$ cat config.mk
export PLATFORM = sky130hd
export DESIGN_NAME = seq_detect_prog
export DESIGN_NICKNAME = d
export VERILOG_FILES = /design/src/rtl/seq_detect_prog.sv
export SDC_FILE = /design/constraint.sdc
export NUM_CORES = 1
export LEC_CHECK = 0
export CORE_MARGIN = 5
export CORE_UTILIZATION = 30
export DETAILED_ROUTE_END_ITERATION = 10
export PLACE_DENSITY = 0.66
export SLEW_MARGIN = 30
export SYNTH_ARGS = -nofsm -noshare
export SYNTH_HDL_FRONTEND = slang
export SYNTH_SLANG_ARGS = --single-unit
$ cat constraint.sdc
create_clock -name clk -period 1.25 [get_ports clk]
set_input_delay 0.25 -clock clk [delete_from_list [all_inputs] [get_ports clk]]
set_output_delay 0.25 -clock clk [all_outputs]
set_load 0.02 [all_outputs]
$ cat src/rtl/seq_detect_prog.sv
// Runtime-programmable serial bit-sequence detector with overlap select,
// valid-qualified input, Moore match flag and saturating match counter.
module seq_detect_prog #(
   parameter int unsigned      PAT_W   = 4,
   parameter logic [PAT_W-1:0] PAT_RST = PAT_W'(4'b1010),
   parameter int unsigned      CNT_W   = 8
) (
   input  logic                       clk,
   input  logic                       rst,
   input  logic                       x,
   input  logic                       x_valid,
   input  logic                       ovl,
   input  logic                       pat_load,
   input  logic [PAT_W-1:0]           pat_in,
   input  logic                       cnt_clr,
   output logic                       y,
   output logic [CNT_W-1:0]           match_cnt,
   output logic [$clog2(PAT_W+1)-1:0] state
);

   localparam int unsigned      SW       = $clog2(PAT_W + 1);
   localparam int unsigned      PIW      = (PAT_W > 1) ? $clog2(PAT_W) : 1;
   localparam logic [SW-1:0]    FULL     = SW'(PAT_W);
   localparam logic [CNT_W-1:0] CNT_MAX  = '1;

   logic [PAT_W-1:0] pat_q, pat_d;
   logic [SW-1:0]    state_q, state_d;
   logic [CNT_W-1:0] cnt_q, cnt_d;
   logic             y_q;
   logic [SW-1:0]    eff_s;
   logic             hit;

   // Longest pattern prefix that is a suffix of (matched prefix of length s, then xb).
   // The matched bits are the pattern prefix itself, so no separate history is stored.
   function automatic logic [SW-1:0] next_state(input logic [PAT_W-1:0] p,
                                                input logic [SW-1:0]    s,
                                                input logic             xb);
      logic [PAT_W:0] seq;
      logic           ok;
      logic [SW-1:0]  best;
      seq  = '0;
      best = '0;
      for (int j = 0; j < int'(PAT_W); j++) begin
         if (SW'(j) < s) seq[SW'(j)] = p[PIW'(int'(PAT_W) - 1 - j)];
      end
      seq[s] = xb;
      for (int k = 1; k <= int'(PAT_W); k++) begin
         if (k <= int'(s) + 1) begin
            ok = 1'b1;
            for (int i = 0; i < int'(PAT_W); i++) begin
               if (i < k && seq[SW'(int'(s) + 1 - k + i)] != p[PIW'(int'(PAT_W) - 1 - i)])
                  ok = 1'b0;
            end
            if (ok) best = SW'(k);
         end
      end
      return best;
   endfunction

   // Non-overlap mode restarts after a completed match.
   assign eff_s = (state_q == FULL && !ovl) ? '0 : state_q;

   // Next-state, pattern and counter update.
   always_comb begin
      pat_d   = pat_q;
      state_d = state_q;
      cnt_d   = cnt_q;
      hit     = 1'b0;
      if (pat_load) begin
         pat_d   = pat_in;
         state_d = '0;
      end else if (x_valid) begin
         state_d = next_state(pat_q, eff_s, x);
         hit     = (state_d == FULL);
      end
      if (cnt_clr) begin
         cnt_d = '0;
      end else if (hit && cnt_q != CNT_MAX) begin
         cnt_d = cnt_q + CNT_W'(1);
      end
   end

   always_ff @(posedge clk or negedge rst) begin
      if (!rst) begin
         pat_q   <= PAT_RST;
         state_q <= '0;
         cnt_q   <= '0;
         y_q     <= 1'b0;
      end else begin
         pat_q   <= pat_d;
         state_q <= state_d;
         cnt_q   <= cnt_d;
         y_q     <= (state_d == FULL);
      end
   end

   assign y         = y_q;
   assign match_cnt = cnt_q;
   assign state     = state_q;

endmodule
# Word-level counts from Yosys, hierarchy flattened
# Cells that the tools add are included.
# word_totals
ff_bits	14
latchBits	0
ramBits	0
rom_bits	0
input_bits	11
out_inout_bits	12
n_memories	0
# classes
add_sub_neg	7
n_mul	0
n_div	0
n_lt_le_gt_ge	12
eq_ne	7
n_shift	0
mux	47
n_bitwise	0
n_reduce_logical	5
# ops
op	count
two-way mux 1 bit	31
two-way mux 3 bit	7
two-way mux 8 bit	2
< comparator 3 x 5 -> 1 bit (second input constant)	3
adder 3 bit (second input constant)	3
binary-select mux 1 bit (select 3 bit)	3
equality test 3 bit (second input constant)	3
adder 8 x 1 -> 8 bit (second input constant)	1
inequality test 8 bit (second input constant)	1
< comparator 1 x 3 -> 1 bit (first input constant)	2
< comparator 2 x 3 -> 1 bit (first input constant)	2
subtractor 3 bit (second input constant)	2
bitwise mux 5 bit	1
adder 3 x 1 -> 4 bit (second input constant)	1
less-or-equal comparator 1 x 4 -> 1 bit (first input constant)	1
less-or-equal comparator 2 x 4 -> 1 bit (first input constant)	1
less-or-equal comparator 3 x 4 -> 1 bit (first input constant)	1
< comparator 3 x 4 -> 1 bit (second input constant)	1
two-way mux 2 bit	2
demux 1 bit (select 3 bit)	1
>= comparator 3 x 1 -> 1 bit (second input constant)	1
logical AND 1 bit	3
inequality test 1 bit	3
nonzero test 2 bit	1
logical NOT 1 bit	1

# Logic depth before layout (Yosys ltp)
# logic_depth
ltp_word	28
depth_mapped	2

# Worst setup path after synthesis
# Ideal clock, no wire load.
# synth_timing
path_type	flip-flop to flip-flop
from	register state_q[1], in the netlist state[1]
to	register y_q, in the netlist y
arrival_ns	0.666
required_time_ns	1.130
setup_slack_ns	0.464
stages_incl_launch_ff	3
path_buffers	0
cell_sequence	dfrtp_1 nor2_1 and3_1
# synth_between
elab_chain_len	23
# synth_lines
item	line	source
start: declaration	27	logic [SW-1:0] state_q, state_d;
start signal: assignment	91	state_q <= state_d;
branches (longest 20 deep; another with adder 3 x 1 -> 4 bit)	n/a	
two-way mux 3 bit *	72	end else if (x_valid) begin
two-way mux 3 bit *	69	if (pat_load) begin
equality test 3 bit *	93	y_q <= (state_d == FULL);
end signal: assignment	93	
end: declaration	29	logic y_q;
# Every way passes the cells marked *. The select of a mux whose other input is x is not followed.
# A chain may end at the register's enable or synchronous reset.

# Final worst setup path
# layout_timing
from	register cnt_q[6], in the netlist match_cnt[6]
to	output match_cnt[6]
# layout_lines
item	line	source
start: declaration	28	logic [CNT_W-1:0] cnt_q, cnt_d;
start signal: assignment	92	cnt_q <= cnt_d;
end: declaration	17	output logic [CNT_W-1:0] match_cnt,
# No word-level cell between the ends.

==> flow_summary.json <==
{
  "numClockSinks": 12,
  "r2r_start": "state[1]",
  "status": "complete, no violations",
  "syn_area_um2": 389,
  "cp-endpoint": "match_cnt[6]",
  "syn_nets": 37,
  "finalHoldViolations": 0,
  "nFillCells": 126,
  "tightest_slew_ns": 0.264,
  "core-area_um2": 1270,
  "die_h_um": 46.0,
  "slowest_stage": "dfrtp_1",
  "max_freq_mhz": 835,
  "rr_endpoint": "y",
  "cts_tree": "done",
  "synth_top_area_frac": 0.772,
  "num_rows": 13,
  "synth_top_area_cell": "dfrtp_1",
  "antennaDiodeCount": 0,
  "drt_first_pass_iters": 1,
  "ys_top_cells_by_count": "dfrtp_1, nor2b_1, and2_2",
  "critPathMaxStageDelay_ns": 0.38,
  "antenna_found_initial": 0,
  "startpoint": "match_cnt[6]",
  "gr-usage-met3": 0.0632,
  "maxCapViolCount": 0,
  "grt_setup_unrepaired": "false",
  "ant_nets": 0,
  "power_leakage_uw": 0.000328,
  "reg2regPathDepth": 2,
  "start_util": 0.307,
  "wire_per_inst_um": 11.6,
  "syn_avg_cell_area_um2": 15.0,
  "clock_latency_ns": 0.26,
  "ios": 23,
  "yosysMostFrequentCell": "dfrtp_1",
  "die_w_um": 46.0,
  "yosys_warnings": 0,
  "place.gp.congestion": 0.718,
  "use_met1": 0.0988,
  "drtIter0Drc": 0,
  "grt_max_degree": 13,
  "crit_path_cell_trace": "dlygate4sd2_1",
  "setup_violations": 0,
  "grt_busiest_layer": "met2",
  "power.total_uw": 628,
  "grt_overflow_total": 0,
  "period_minus_slack_ns": 1.20,
  "die-area_um2": 2120,
  "cp.required_ns": 1.00,
  "met2_usage": 0.110,
  "finClkSkew_ns": 0.00490,
  "drc": 0,
  "pre_cts_ws_ns": 0.0182,
  "synth_seq_cells": 12,
  "syn_inst": 26,
  "cts_made_buffers": 3,
  "final.setup.tns_ns": 0,
  "synth_area_leaders": "dfrtp_1, nor2b_1, and2_2",
  "async_flop_share": 1.00,
  "num_vias": 240,
  "clock_path_buffers": 2,
  "placed_cell_area_um2": 576,
  "hp-class": "in -> async",
  "cp-end-kind": "primary output",
  "fin_nets": 59,
  "cts_setup_buffers": 0,
  "clk_pin_slew_ns": 0.06,
  "area_delta_synth_final_pct": 48.2,
  "fin_area_um2": 577,
  "cts_root_buffer": "clkbuf_4",
  "vdd_ir_drop_max_uv": 453,
  "setup_ws_ns": 0.0517,
  "grt_pass1_vias": 243,
  "synth_ff_type": "dfrtp_1",
  "cp_top_family": "flip-flops",
  "yosysSeqAreaShare": 0.772,
  "critical_path_buf_inv_count": 1,
  "reg2reg_slack_ns": 0.54,
  "start_kind": "flop",
  "finalCritPeriodShare": 0.959,
  "worst_ep_arrival_time_ns": 0.95,
  "crit_fanout": 2,
  "wl_um": 707,
  "finalMaxSlewViolations": 0,
  "crit_type": "reg -> out",
  "track_usage": 0.0876,
  "cellPowerDensity_nw_per_um2": 1090,
  "grt_pass1_wl_um": 1210,
  "routed_via_density": 3.93,
  "synthDistinctLibCells": 6,
  "drive_gt1_frac": 0.217,
  "crit_cells": 1,
  "numPortBuffers": 16,
  "cts.htree.levels": 1,
  "synth_edf_count": 0,
  "maxSlewHeadroom": 0.823
}
==> logic make-up after synthesis <==
logic type,after synthesis,synth area share
AND/OR/NAND/NOR,14,0.228
flip-flops,12,0.772
==> state kept, by name (all words and copies together) (netlist names) <==
name	cells
state	3
y	1
match_cnt	8
==> stage by stage <==
| stage | std cells | utilization | hold WS [ns] |
|---|---|---|---|
| 2_1_floorplan | 26 | - | -0.0456 |
| 3_3_place_gp | 58 | 0.454 | 0.483 |
| 3_5_place_dp | 58 | 0.454 | 0.494 |
| 4_1_cts | 61 | 0.462 | 0.272 |
| 5_1_grt | 61 | 0.455 | 0.273 |
| 6_report | 61 | 0.455 | 0.279 |
==> worst min path at each step <==
stage	to	slack [ns]
after global routing	match_cnt[0]	0.27
after floorplan	match_cnt[0]	-0.05
final	match_cnt[0]	0.28
after CTS	state[1]	0.27
after global placement	match_cnt[2]	0.48
after detailed placement	match_cnt[0]	0.49
==> layer usage <==
layer	vias to the layer above	part of all wire
met5	-	0
met4	0	0
met3	0	0.13
met2	12	0.46
met1	107	0.41
li1	121	-
==> power breakdown <==
group / internal, uW / switching, uW / total, uW
registers: 388 / 0 / 388
clock network: 111 / 102 / 213
logic: 13.7 / 13.2 / 27.0
==> timing repair <==
action                                  in CTS  in global routing
endpoints found under the setup margin      12                  3
hold buffers                                 0                  0
resized for setup                           14                  3
endpoints found under the hold margin        0                  0
==> final cells by class <==
cell class              count  area (um^2)  area share
repair buffers             17          146       0.254
multi-input cells          14         88.8       0.154
clock buffers               3         22.5      0.0390
well taps                  15         18.8      0.0325
flip-flops and latches     12          300       0.521
==> cells in the final DEF (no fill, tap or decap), drive strengths merged <==
cell type      count
and3               1
buf                1
nor2               2
dlygate4sd2        9
dfrtp             12
clkbuf             5
clkdlybuf4s50      4
nor2b              8
clkdlybuf4s15      1
and2               3
Power figures use the tool's default switching activity.
